**src/rtl/rst_seq_ctrl.sv**
```systemverilog
// Reset sequencer: holds all downstream resets, waits for PLL lock, then releases
// them one by one in index order with fixed spacing; restarts on sw request or lock loss.
module rst_seq_ctrl #(
    parameter int unsigned NUM_OUT     = 4,
    parameter int unsigned HOLD_CYCLES = 16,
    parameter int unsigned STEP_CYCLES = 8
) (
    input  logic               clk_i,
    input  logic               rstn_i,
    input  logic               pll_lock_i,
    input  logic               sw_rst_req_i,
    output logic [NUM_OUT-1:0] rstn_o,
    output logic               done_o,
    output logic               lock_lost_o
);

    localparam int unsigned MaxCycles = (HOLD_CYCLES > STEP_CYCLES) ? HOLD_CYCLES : STEP_CYCLES;
    localparam int unsigned CntW      = $clog2(MaxCycles + 1);
    localparam int unsigned IdxW      = (NUM_OUT > 1) ? $clog2(NUM_OUT) : 1;

    localparam logic [CntW-1:0] HoldLast = CntW'(HOLD_CYCLES - 1);
    localparam logic [CntW-1:0] StepLast = CntW'(STEP_CYCLES - 1);
    localparam logic [IdxW-1:0] IdxLast  = IdxW'(NUM_OUT - 1);

    if (HOLD_CYCLES == 0 || STEP_CYCLES == 0 || NUM_OUT < 1) begin : g_bad_params
        $error("rst_seq_ctrl: HOLD_CYCLES and STEP_CYCLES must be >= 1, NUM_OUT >= 1");
    end

    typedef enum logic [1:0] {
        StHold,
        StWaitLock,
        StRelease,
        StDone
    } state_e;

    state_e              state_q, state_d;
    logic [CntW-1:0]     cnt_q, cnt_d;
    logic [IdxW-1:0]     idx_q, idx_d;
    logic [NUM_OUT-1:0]  rstn_q, rstn_d;
    logic                done_q, done_d;
    logic                lost_q, lost_d;

    always_ff @(posedge clk_i) begin
        if (!rstn_i) begin
            state_q <= StHold;
            cnt_q   <= '0;
            idx_q   <= '0;
            rstn_q  <= '0;
            done_q  <= 1'b0;
            lost_q  <= 1'b0;
        end else begin
            state_q <= state_d;
            cnt_q   <= cnt_d;
            idx_q   <= idx_d;
            rstn_q  <= rstn_d;
            done_q  <= done_d;
            lost_q  <= lost_d;
        end
    end

    always_comb begin
        state_d = state_q;
        cnt_d   = cnt_q;
        idx_d   = idx_q;
        rstn_d  = rstn_q;
        done_d  = done_q;
        lost_d  = lost_q;

        unique case (state_q)
            StHold: begin
                rstn_d = '0;
                done_d = 1'b0;
                if (sw_rst_req_i) begin
                    cnt_d = '0;
                end else if (cnt_q == HoldLast) begin
                    state_d = StWaitLock;
                    cnt_d   = '0;
                end else begin
                    cnt_d = cnt_q + CntW'(1);
                end
            end
            StWaitLock: begin
                rstn_d = '0;
                done_d = 1'b0;
                if (sw_rst_req_i) begin
                    state_d = StHold;
                    cnt_d   = '0;
                end else if (pll_lock_i) begin
                    state_d = StRelease;
                    cnt_d   = '0;
                    idx_d   = '0;
                end
            end
            StRelease, StDone: begin
                if (sw_rst_req_i || !pll_lock_i) begin
                    // All partially released outputs drop together on this edge.
                    state_d = StHold;
                    cnt_d   = '0;
                    idx_d   = '0;
                    rstn_d  = '0;
                    done_d  = 1'b0;
                    if (!pll_lock_i) begin
                        lost_d = 1'b1;
                    end
                end else if (state_q == StRelease) begin
                    if (cnt_q == StepLast) begin
                        rstn_d[idx_q] = 1'b1;
                        cnt_d         = '0;
                        if (idx_q == IdxLast) begin
                            state_d = StDone;
                            done_d  = 1'b1;
                        end else begin
                            idx_d = idx_q + IdxW'(1);
                        end
                    end else begin
                        cnt_d = cnt_q + CntW'(1);
                    end
                end
            end
            default: begin
                state_d = StHold;
            end
        endcase
    end

    assign rstn_o      = rstn_q;
    assign done_o      = done_q;
    assign lock_lost_o = lost_q;

endmodule

```
**config.mk**
```make
export PLATFORM = sky130hd
export DESIGN_NAME = rst_seq_ctrl
export DESIGN_NICKNAME = d
export VERILOG_FILES = /design/src/rtl/rst_seq_ctrl.sv
export SDC_FILE = /design/constraint.sdc
export NUM_CORES = 1
export LEC_CHECK = 0
export ABC_CLOCK_PERIOD_IN_PS = 2600
export BUFFER_PORTS_ARGS = -buffer_cell sky130_fd_sc_hd__buf_2
export CAP_MARGIN = 20
export CORE_AREA = 2 2 56 58
export CTS_CLUSTER_DIAMETER = 30
export CTS_CLUSTER_SIZE = 30
export DETAILED_ROUTE_END_ITERATION = 10
export DIE_AREA = 0 0 58 60
export PLACE_DENSITY = 0.5
export SLEW_MARGIN = 25
export SYNTH_ARGS = -nofsm -noshare
export SYNTH_HDL_FRONTEND = slang
export SYNTH_SLANG_ARGS = --single-unit
```
**constraint.sdc**
```tcl
create_clock -name clk_i -period 2.6 [get_ports clk_i]
set_clock_uncertainty 0.2 [all_clocks]
set_input_delay 0.13 -clock clk_i [delete_from_list [all_inputs] [get_ports clk_i]]
set_output_delay 0.13 -clock clk_i [all_outputs]
set_load 0.02 [all_outputs]
```
-- Word level (Yosys, flattened, before mapping)
Cells that the tools add are included.
- flip-flop bits (word level): 15
- output and inout port bits: 6
- word-level logic and storage cells: 75
- add/sub/neg operators: 2
- magnitude comparators: 2
- eq/ne operators: 15
- muxes and demuxes: 35
- bitwise logic cells: 2
- reduce and logical (&&, ||, !) cells: 13
- operator list (cell ; count):
    2-to-1 mux 5 bit ; 7
    2-to-1 mux 2 bit ; 14
    != test 3 bit, second input constant ; 5
    one-hot mux 5 bit (3 select lines) ; 1
    2-to-1 mux 4 bit ; 3
    AND reduction 6 bit ; 2
    != test 2 bit, second input constant ; 4
    one-hot mux 4 bit (2 select lines) ; 1
    equality test 2 bit, second input constant ; 3
    one-hot mux 2 bit (3 select lines) ; 1
    AND reduction 3 bit ; 2
    adder 5 x 1 -> 5 bit, second input constant ; 1
    equality test 5 x 3 -> 1 bit, second input constant ; 1
    equality test 5 x 4 -> 1 bit, second input constant ; 1
    2-to-1 mux 1 bit ; 5
    bitwise OR 4 bit ; 1
    one-hot mux 2 bit (2 select lines) ; 1
    AND reduction 2 bit ; 2
    OR reduction 2 bit ; 2
    < comparator 2 x 3 -> 1 bit, second input constant ; 1
    adder 2 x 1 -> 2 bit, second input constant ; 1
    demux 1 bit (select 2 bit) ; 1
    equality test 2 x 1 -> 1 bit, second input constant ; 1
    greater-or-equal comparator 2 x 1 -> 1 bit, second input constant ; 1
    7 further kinds ; 7

-- Longest topological paths before layout
Gate-level depths: netlist (run 1).
- depth after elaboration: 9
- depth in mapped cells: 8
- depth with buffers taken out: 8

-- Worst setup path before layout (run 1)
Ideal clock, no wire load.
- kind: register to register
- start: register cnt_q[0]
- end: register cnt_q[2]
- setup time: 0.074 ns
- data arrival time: 1.570 ns
- data required time: 2.326 ns
- path slack: 0.756 ns
- cell stages (with the launch flop): 9
- path buffers: 0
- clock period less this slack: 1.844 ns
- cell sequence: dfxtp_1 -> ha_1 -> nand3_1 -> inv_1 -> ha_1 -> or3_4 -> a21oi_2 -> nand4b_1 -> a31oi_1
- longest elaborated chain between the ends: 5
- RTL lines (what ; RTL line ; RTL):
    start, declared ; 37 ; logic [CntW-1:0] cnt_q, cnt_d;
    start signal, assigned ; 53 ; cnt_q <= cnt_d;
    adder 5 x 1 -> 5 bit or equality test 5 x 3 -> 1 bit (tied branches) ; 79, 116, 106 ;
    2-to-1 mux 5 bit ; 106 ; if (cnt_q == StepLast) begin
    2-to-1 mux 5 bit ; 105 ; end else if (state_q == StRelease) begin
    2-to-1 mux 5 bit ; 95 ; if (sw_rst_req_i || !pll_lock_i) begin
    one-hot mux 5 bit (3 select lines) * ; 69 ; unique case (state_q)
Mark *: on every way between the ends. The rest lies on a longest branch, timed or not. The select of a mux whose other input is x is not followed.
A chain may end at the register's enable or synchronous reset.

-- Final worst setup path (run 1)
Ends and elaborated chain as after synthesis.

==> out/qor.yml, run 1 <==
global_route:
  grt_usage: 0.110
  grt_pass1_vias: 681
  grt_antenna_before_repair: 0
  grt.overflow.total: 0
  grt_pass1_wl_mm: 2.91
  grt_max_degree: 11
pwr:
  total_power_uw: 388
  power_frac_comb: 0.054
  ir_drop_v: 0.000258
  p_leak_nw: 0.342
  p_int_uw: 298
  swShare: 0.233
  powerDensity_nw_per_um2: 420
  p_clk_frac: 0.347
  power_switching_uw: 90.4
  seqPwrFrac: 0.599
routing:
  drc: 0
  drt_wl_total_mm: 1.61
  ant_nets: 0
  num_vias: 694
  dr.first_iter.drc_count: 12
  drt-vias-per-instance: 4.89
  wl_per_cell_um: 11.4
  first_pass_iters: 4
yosys:
  yosys_warnings: 0
  synth_seq_cells: 15
  ys_types: 26
  synth.avg_cell_area_sq_um: 8.40
  synth_edf_count: 0
  syn_nets: 108
  synth-main-ff-cell: "dfxtp_1"
  synthesis.area_sq_um: 815
  seq_area_frac_synth: 0.369
  async_reset_ff_frac: 0
  synthCells: 97
cts:
  cts_resized: 0
  cts-htree-levels: 1
  post_cts_buffers: 0
  clk_latency_ns: 0.28
  clock-sinks: 15
  clock_path_buffers: 2
  numCtsBuffers: 3
  path_clk_slew_ns: 0.09
  holdBufCountCts: 3
  root_buffer: "clkbuf_4"
  cts_tree: "done"
sta:
  slew_headroom: 0.743
  tightest_slew_ns: 0.385
  max_freq_ghz: 0.503
  report.final.setup_viol: 0
  period_share: 0.764
  setup_slack_ns: 0.613
  period_minus_slack_ns: 1.99
  hold_viol_final: 0
  final_max_slew_viol_count: 0
  grt_setup_unrepaired: "no"
  finalSetupTns_ns: 0
worst_hold_path:
  hold_depth: 2
  worstHoldStart: "rstn_o[3]$_SDFFE_PN0P_"
  hp-class: "reg -> reg"
  hold_end: "rstn_o[3]$_SDFFE_PN0P_"
floorplan:
  die_h_um: 60
  die-area_sq_um: 3480
  core-area_sq_um: 2900
  start_util: 0.281
  io-pin-count: 10
  rows: 20
  die_x_um: 58
finish:
  final_cell_mix: "dfxtp_1 (15), nor2_1 (11), a21oi_1 (10)"
  final_area_sq_um: 923
  fin_util: 0.318
  drive_gt1_frac: 0.165
  syn2layout_area_growth_pct: 13.4
  final_common_cell: "dfxtp_1"
  final_nets: 121
  antenna_cells: 0
setup_path:
  cp-start-kind: "flip-flop"
  rr_endpoint: "cnt_q[2]$_SDFFE_PN0P_"
  ff2ff_path_depth: 8
  critical_path.reg2reg.startpoint: "cnt_q[0]$_SDFFE_PN0P_"
  r2r_slack_ns: 0.61
  cp.arrival_ns: 2.01
  critPathRequiredTime_ns: 2.62
  worstPathMaxFanout: 4
  worstSetupEndpointType: "flip-flop"
  worstSetupPathType: "reg -> reg"
placed_design:
  io_buffers: 9
  dpl_cell_area_sq_um: 866
  dp_hpwl_mm: 1.22
  place_congestion: 0.768
  pre_cts_slack_ns: 0.620
flow_run:
  maxCapViolations: 0
run_status:
  status: "finished, final reports clean"
## power by group through the flow
stage	combinational, mW	sequential (mW)	clock [mW]
floorplan	0.0117	0.238	0
global placement	0.0174	0.238	0
detailed placement	0.0177	0.238	0
CTS	0.0211	0.233	0.145
global route	0.0237	0.233	0.154
finish	0.0210	0.232	0.135
## sequential cells by signal, indices dropped and copies added (netlist names)
name	flops
cnt_q	5
done_o	1
idx_q	2
lock_lost_o	1
rstn_o	4
state_q	2
## stage by stage
stage          std cells  hold WS, ns
2_1_floorplan         97       0.0475
3_3_place_gp         135        0.176
3_5_place_dp         135        0.181
4_1_cts              142        0.278
5_1_grt              142        0.293
6_report             142        0.268
## critical path, cell delays in order, from the launching register on
cell,delay (ns)
dfxtp_1,0.34
ha_1,0.24
nand3_1,0.12
inv_1,0.05
ha_1,0.20
or3_4,0.33
a21oi_2,0.16
nand4b_1,0.12
a31oi_1,0.16
## final cells by class
cell class                 instances  area (sq um)
timing repair buffer              12          75.1
multi-input combinational         70           449
clock inverter                     1          5.00
fill                             312          1980
inverter                           8          30.0
clock buffer                       3          22.5
tap                               33          41.3
sequential                        15           300
## how the worst max path moves through the flow
stage                            endpoint  slack (ns)                   from  cells after the start
finish              cnt_q[2]$_SDFFE_PN0P_        0.61  cnt_q[0]$_SDFFE_PN0P_                      8
global route        cnt_q[2]$_SDFFE_PN0P_        0.45  cnt_q[0]$_SDFFE_PN0P_                      8
CTS                 cnt_q[2]$_SDFFE_PN0P_        0.61  cnt_q[0]$_SDFFE_PN0P_                      8
detailed placement  cnt_q[2]$_SDFFE_PN0P_        0.62  cnt_q[0]$_SDFFE_PN0P_                      8
global placement    cnt_q[2]$_SDFFE_PN0P_        0.70  cnt_q[0]$_SDFFE_PN0P_                      8
floorplan           cnt_q[2]$_SDFFE_PN0P_        0.76  cnt_q[0]$_SDFFE_PN0P_                      8
## cell families after synthesis
group,synth area share
AND/OR/NAND/NOR,0.215
adder cells (fa/ha/maj),0.108
buffers and inverters,0.0799
XOR/XNOR,0.0323
flip-flops,0.369
AO/OA/AOI/OAI,0.197
## cell usage after synthesis (all sizes together), types with 2 or more instances
cell / n / area, sq um
inv: 8 / 30.0
nor2b: 2 / 12.5
xnor2: 3 / 26.3
a31oi: 3 / 18.8
ha: 7 / 87.6
nand2: 8 / 30.0
buf: 4 / 35.0
nor2: 11 / 41.3
nand3: 6 / 30.0
a21oi: 12 / 67.6
o211ai: 3 / 22.5
dfxtp: 15 / 300
o21ai: 5 / 25.0
## routing by layer
| metal | vias to the layer above | global-route usage | share of wire |
|---|---|---|---|
| li1 | 357 | - | - |
| met4 | 0 | 0.0199 | 0.0081 |
| met2 | 11 | 0.201 | 0.50 |
| met1 | 324 | 0.121 | 0.45 |
| met5 | - | 0 | 0 |
| met3 | 2 | 0.0455 | 0.043 |
No activity file was read; power rests on OpenSTA's default activity.
==> run 2, diff against run 1 <==
ABC_AREA = 1   (was not set)
ABC_CLOCK_PERIOD_IN_PS = 1810   (was 2600)
CORE_AREA = 2 2 57 59   (was 2 2 56 58)
DIE_AREA = 0 0 59 61   (was 0 0 58 60)
PLACE_DENSITY = 0.52   (was 0.5)
clock period = 1.81 ns   (was 2.6 ns; I/O delays follow)
==> run 2 against run 1 <==
  * Register-to-register slack worse by 0.43 ns
  * Sequential power up 55%
  * Count of clock-buffer cells in the layout increased by 1
  * Setup slack lost 0.43 ns
  * Sequential share of layout area is 2.3 points lower
  * Non-clock buffer count is 1 lower
  * Clock power grew 45%
  * Largest cell class unchanged
  * Area after synthesis is 5.7% higher
  * Total power rose by 70%
  * Via count is 14% higher
  * Routed wire length grew 6.3%
  * Worst hold slack got worse by 0.22 ns
==> out/qor.yml, run 2 <==
floorplan:
  io-pin-count: 10
  die_h_um: 61
  core-area_sq_um: 2950
  rows: 20
  die_x_um: 59
  die-area_sq_um: 3600
  start_util: 0.292
cts:
  clk_latency_ns: 0.29
  cts-htree-levels: 1
  cts_tree: "done"
  numCtsBuffers: 3
  path_clk_slew_ns: 0.09
  clock_path_buffers: 2
  root_buffer: "clkbuf_4"
  clock-sinks: 15
sta:
  slew_headroom: 0.757
  finalSetupTns_ns: 0
  grt_setup_unrepaired: "no"
  final_max_slew_viol_count: 0
  hold_viol_final: 0
  period_share: 0.901
  tightest_slew_ns: 0.365
  report.final.setup_viol: 0
  period_minus_slack_ns: 1.63
  setup_slack_ns: 0.179
  max_freq_ghz: 0.613
run_status:
  status: "finished, final reports clean"
placed_design:
  place_congestion: 0.812
  io_buffers: 9
  pre_cts_slack_ns: 0.0812
  dp_cells: 169
  dp_hpwl_mm: 1.33
global_route:
  grt_usage: 0.114
  grt_pass1_wl_mm: 3.05
  grt_antenna_before_repair: 0
  grt_max_degree: 10
  grt.overflow.total: 0
  grt_pass1_vias: 779
yosys:
  ys_types: 18
  synth-main-ff-cell: "dfxtp_1"
  yosys_warnings: 0
  synth_most_common_cell: "nand2_1"
  synth_top_area_share: 0.349
  synthTopCellsByCount: "nand2_1 (26), inv_1 (23), nor2_1 (20)"
  syn_nets: 138
  seq_area_frac_synth: 0.349
  synth_top_area_cell: "dfxtp_1"
  synth_seq_cells: 15
  synthesis.area_sq_um: 861
  synth_edf_count: 0
  synthCells: 127
  async_reset_ff_frac: 0
  synth.avg_cell_area_sq_um: 6.78
  synthTopCellsByArea: "dfxtp_1 (35%), nand2_1 (11%), ha_1 (10%)"
routing:
  dr.first_iter.drc_count: 5
  wl_per_cell_um: 9.80
  first_pass_iters: 4
  drt-vias-per-instance: 4.50
  num_vias: 788
  drt_wl_total_mm: 1.72
  drc: 0
  ant_nets: 0
setup_path:
  worstPathMaxFanout: 3
  cp-start-kind: "flip-flop"
  cp_cell_sequence: "ha_1 > nand2_1 > nor2_2 > ha_1 > inv_1 > o21ai_1 > nand2_1 > inv_1 > nand4_1 > nand2_1 > nor2_1"
  worstSetupPathType: "reg -> reg"
  cpMaxStageDelayCell: "dfxtp_2"
  critPathRequiredTime_ns: 1.81
  crit_top_cell: "nand2_1"
  cp.arrival_ns: 1.63
  worstSetupEndpointType: "flip-flop"
  slowest_delay_ns: 0.35
finish:
  antenna_cells: 0
  final_cells: 175
  final_nets: 154
  n_fill_cell: 334
  largest_reg_flops: 5
  final_cell_mix: "nand2_1 (26), inv_1 (23), nor2_1 (19)"
  drive_gt1_frac: 0.169
  final_common_cell: "nand2_1"
  syn2layout_area_growth_pct: 15.8
  largest-register: "cnt_q"
pwr:
  p_leak_nw: 0.470
  powerDensity_nw_per_um2: 661
  ir_drop_v: 0.000440
worst_hold_path:
  hp-class: "in -> reg"
flow_run:
  maxCapViolations: 0
[run 2: cell families (layout without fill, tap and decap cells)]
logic type,Yosys count,count (layout),share of synthesized area
buf+inv,25,40,0.112
flops,15,15,0.349
compound gates,17,17,0.112
fa+ha+maj,7,7,0.102
simple gates,63,63,0.326
[run 2: worst paths after layout]
check	slack, ns	from	depth (start not counted)	endpoint
hold reg to reg	0.25	rstn_o[1]$_SDFFE_PN0P_	2	rstn_o[1]$_SDFFE_PN0P_
setup reg to reg	0.18	cnt_q[0]$_SDFFE_PN0P_	11	state_q[0]$_SDFFE_PN0P_
hold / removal	0.04	sw_rst_req_i	4	state_q[1]$_SDFFE_PN0P_
setup / recovery	0.18	cnt_q[0]$_SDFFE_PN0P_	11	state_q[0]$_SDFFE_PN0P_
[run 2: per-stage QoR]
stage / utilization / hold slack, ns / power (mW) / instance area [sq um]
final: 0.338 / 0.0445 / 0.659 / 997
after global routing: 0.338 / 0.0771 / 0.696 / 997
after CTS: 0.336 / 0.0295 / 0.668 / 993
after detailed placement: 0.321 / 0.217 / 0.466 / 947
after global placement: 0.321 / 0.208 / 0.464 / 947
after floorplan: - / 0.0109 / 0.441 / 861
[run 2: final cells by class]
type / count / area, sq um / area share
Inverter: 25 / 96.3 / 0.0966
Clock buffer: 4 / 26.3 / 0.0263
Multi-Input combinational cell: 87 / 467 / 0.468
Timing Repair Buffer: 11 / 65.1 / 0.0652
Tap cell: 33 / 41.3 / 0.0414
Sequential cell: 15 / 302 / 0.302
[run 2: critical path, delay by kind of cell, from the launching register on]
kind	cells	cell delay (ns)
fa+ha+maj	2	0.30
buf+inv	2	0.11
compound gates	1	0.11
flops	1	0.35
simple gates	6	0.45
[run 2: per-layer routing]
metal | GRT usage | vias up | share of wire
met5 | 0 | - | 0
met4 | 0.0519 | 0 | 0.0070
met3 | 0.0405 | 2 | 0.035
met2 | 0.208 | 10 | 0.50
met1 | 0.116 | 350 | 0.45
li1 | - | 426 | -
[run 2: power breakdown]
| group | internal (mW) | switching [mW] | leakage, nW |
|---|---|---|---|
| Sequential | 0.343 | 0.0162 | 0.122 |
| Combinational | 0.0395 | 0.0639 | 0.333 |
| Clock | 0.0857 | 0.111 | 0.0150 |
| Total | 0.468 | 0.191 | 0.470 |
[run 2: repair_timing]
item | CTS | global route
endpoints found under the setup margin | 0 | 2
gates resized for setup | 0 | 3
endpoints found under the hold margin | 11 | 0
hold buffers | 2 | 0
setup buffers | 0 | 0
==> run 3, diff against run 2 <==
RECOVER_POWER = 50   (was not set)
==> run 3 against run 2 <==
  * Setup slack about the same
  * Routed wire length is 0.64% higher
  * Sequential share of layout area rose by 0.23 points
  * Die area unchanged
  * Non-clock buffer count is the same
  * Critical path depth unchanged
  * Combinational power is essentially flat
  * First-iteration DRC count stayed put
  * Global-route usage stayed put
  * Register-to-register slack hardly changed
  * Sequential cell count stayed put
  * Critical path type unchanged
  * Critical endpoint unchanged
==> out/qor.yml, run 3 (synthesized netlist as in run 2, its figures left out) <==
run_status:
  status: "finished, final reports clean"
sta:
  period_minus_slack_ns: 1.63
  hold_viol_final: 0
  period_share: 0.901
  final_max_slew_viol_count: 0
  grt_setup_unrepaired: "no"
  slew_headroom: 0.757
  finalSetupTns_ns: 0
  report.final.setup_viol: 0
  tightest_slew_ns: 0.365
  max_freq_ghz: 0.613
setup_path:
  slowest_delay_ns: 0.35
  cp_top_family: "simple AND/OR/NAND/NOR gates"
  cp_cell_sequence: "ha_1 > nand2_1 > nor2_2 > ha_1 > inv_1 > o21ai_1 > nand2_1 > inv_1 > nand4_1 > nand2_1 > nor2_1"
  crit_top_cell: "nand2_1"
  critPathRequiredTime_ns: 1.81
  cpMaxStageDelayCell: "dfxtp_2"
  rr_endpoint: "state_q[0]$_SDFFE_PN0P_"
  r2r_slack_ns: 0.18
  ff2ff_path_depth: 11
  worstSetupEndpointType: "flip-flop"
  worstPathMaxFanout: 3
  crit_buf_inv: 2
  cp.arrival_ns: 1.63
  critical_path.reg2reg.startpoint: "cnt_q[0]$_SDFFE_PN0P_"
  cp-start-kind: "flip-flop"
  worstSetupPathType: "reg -> reg"
worst_hold_path:
  hold_depth: 4
  hp-class: "in -> reg"
  hold_end: "state_q[1]$_SDFFE_PN0P_"
  worstHoldStart: "sw_rst_req_i"
floorplan:
  rows: 20
  start_util: 0.292
  core-area_sq_um: 2950
  die_x_um: 59
  die-area_sq_um: 3600
  die_h_um: 61
  io-pin-count: 10
routing:
  wl_per_cell_um: 9.86
  num_vias: 790
  drc: 0
  first_pass_iters: 4
  drt-vias-per-instance: 4.51
  ant_nets: 0
  dr.first_iter.drc_count: 5
  drt_wl_total_mm: 1.73
global_route:
  grt.overflow.total: 0
  grt_usage: 0.114
  grt_antenna_before_repair: 0
  grt_pass1_vias: 779
  grt_pass1_wl_mm: 3.05
  grt_max_degree: 10
finish:
  final_nets: 154
  final_common_cell: "nand2_1"
  syn2layout_area_growth_pct: 15.0
  final_area_sq_um: 990
  largest_reg_flops: 5
  final_cell_mix: "nand2_1 (26), inv_1 (23), nor2_1 (19)"
  largest-register: "cnt_q"
  drive_gt1_frac: 0.127
  antenna_cells: 0
cts:
  numCtsBuffers: 3
  post_cts_buffers: 0
  root_buffer: "clkbuf_4"
  cts_tree: "done"
  cts-htree-levels: 1
  clock_path_buffers: 2
  clk_latency_ns: 0.29
  clock-sinks: 15
  path_clk_slew_ns: 0.09
placed_design:
  dpl_cell_area_sq_um: 947
  dp_hpwl_mm: 1.33
  io_buffers: 9
  place_congestion: 0.812
pwr:
  powerDensity_nw_per_um2: 666
  p_leak_nw: 0.443
  ir_drop_v: 0.000440
flow_run:
  maxCapViolations: 0
[run 3: cell types whose count changed in the layout (fill, tap and decap cells not counted)]
cell / change
buf_2: -6
clkbuf_1: +6
[run 3: per-stage QoR]
| step | setup WS (ns) | instances | utilization | hold WS, ns | power [mW] |
|---|---|---|---|---|---|
| CTS | 0.0729 | 175 | 0.336 | 0.0295 | 0.668 |
| global route | 0.0110 | 175 | 0.335 | 0.0771 | 0.696 |
| detailed placement | 0.0812 | 169 | 0.321 | 0.217 | 0.466 |
| global placement | 0.139 | 169 | 0.321 | 0.208 | 0.464 |
| finish | 0.179 | 175 | 0.335 | 0.0445 | 0.659 |
| floorplan | 0.210 | 127 | - | 0.0109 | 0.441 |
[run 3: metal layers]
layer	GRT usage	wire [um]	up-vias
met3	0.0405	63	2
li1	-	-	427
met4	0.0519	12	0
met1	0.116	789	351
met2	0.208	861	10
met5	0	0	-
[run 3: repair_timing]
action	CTS	global route
hold buffers	2	0
resized for setup	0	3
endpoints found under the hold margin	11	0
endpoints found under the setup margin	0	2
[run 3: how the worst max path moves through the flow]
stage                                from                 endpoint  slack [ns]  cells after the start
floorplan           cnt_q[0]$_SDFFE_PN0P_  state_q[0]$_SDFFE_PN0P_        0.21                     11
global placement    cnt_q[0]$_SDFFE_PN0P_  state_q[0]$_SDFFE_PN0P_        0.14                     11
detailed placement  cnt_q[0]$_SDFFE_PN0P_  state_q[0]$_SDFFE_PN0P_        0.08                     11
CTS                 cnt_q[0]$_SDFFE_PN0P_  state_q[0]$_SDFFE_PN0P_        0.07                     11
global route        cnt_q[1]$_SDFFE_PN0P_  state_q[0]$_SDFFE_PN0P_        0.01                     11
finish              cnt_q[0]$_SDFFE_PN0P_  state_q[0]$_SDFFE_PN0P_        0.18                     11
[run 3: power breakdown]
group | total [mW] | switching, mW | internal, mW | leakage [nW]
clock | 0.196 | 0.111 | 0.0857 | 0.0150
sequential | 0.359 | 0.0162 | 0.343 | 0.122
combinational | 0.103 | 0.0639 | 0.0394 | 0.307
[run 3: worst register-to-register path, cell delays in order, from the launching register on]
cell and delay, ns:
dfxtp_2 0.35, ha_1 0.16, nand2_1 0.08, nor2_2 0.10, ha_1 0.14, inv_1 0.04, o21ai_1 0.11, nand2_1 0.08
inv_1 0.07, nand4_1 0.08, nand2_1 0.08, nor2_1 0.03
[run 3: cell type report]
class,instances,area [sq um]
clock buffers,4,26.3
fillers,339,1960
repair buffers,11,57.6
inverters,25,96.3
multi-input cells,87,467
well taps,33,41.3
flip-flops and latches,15,302
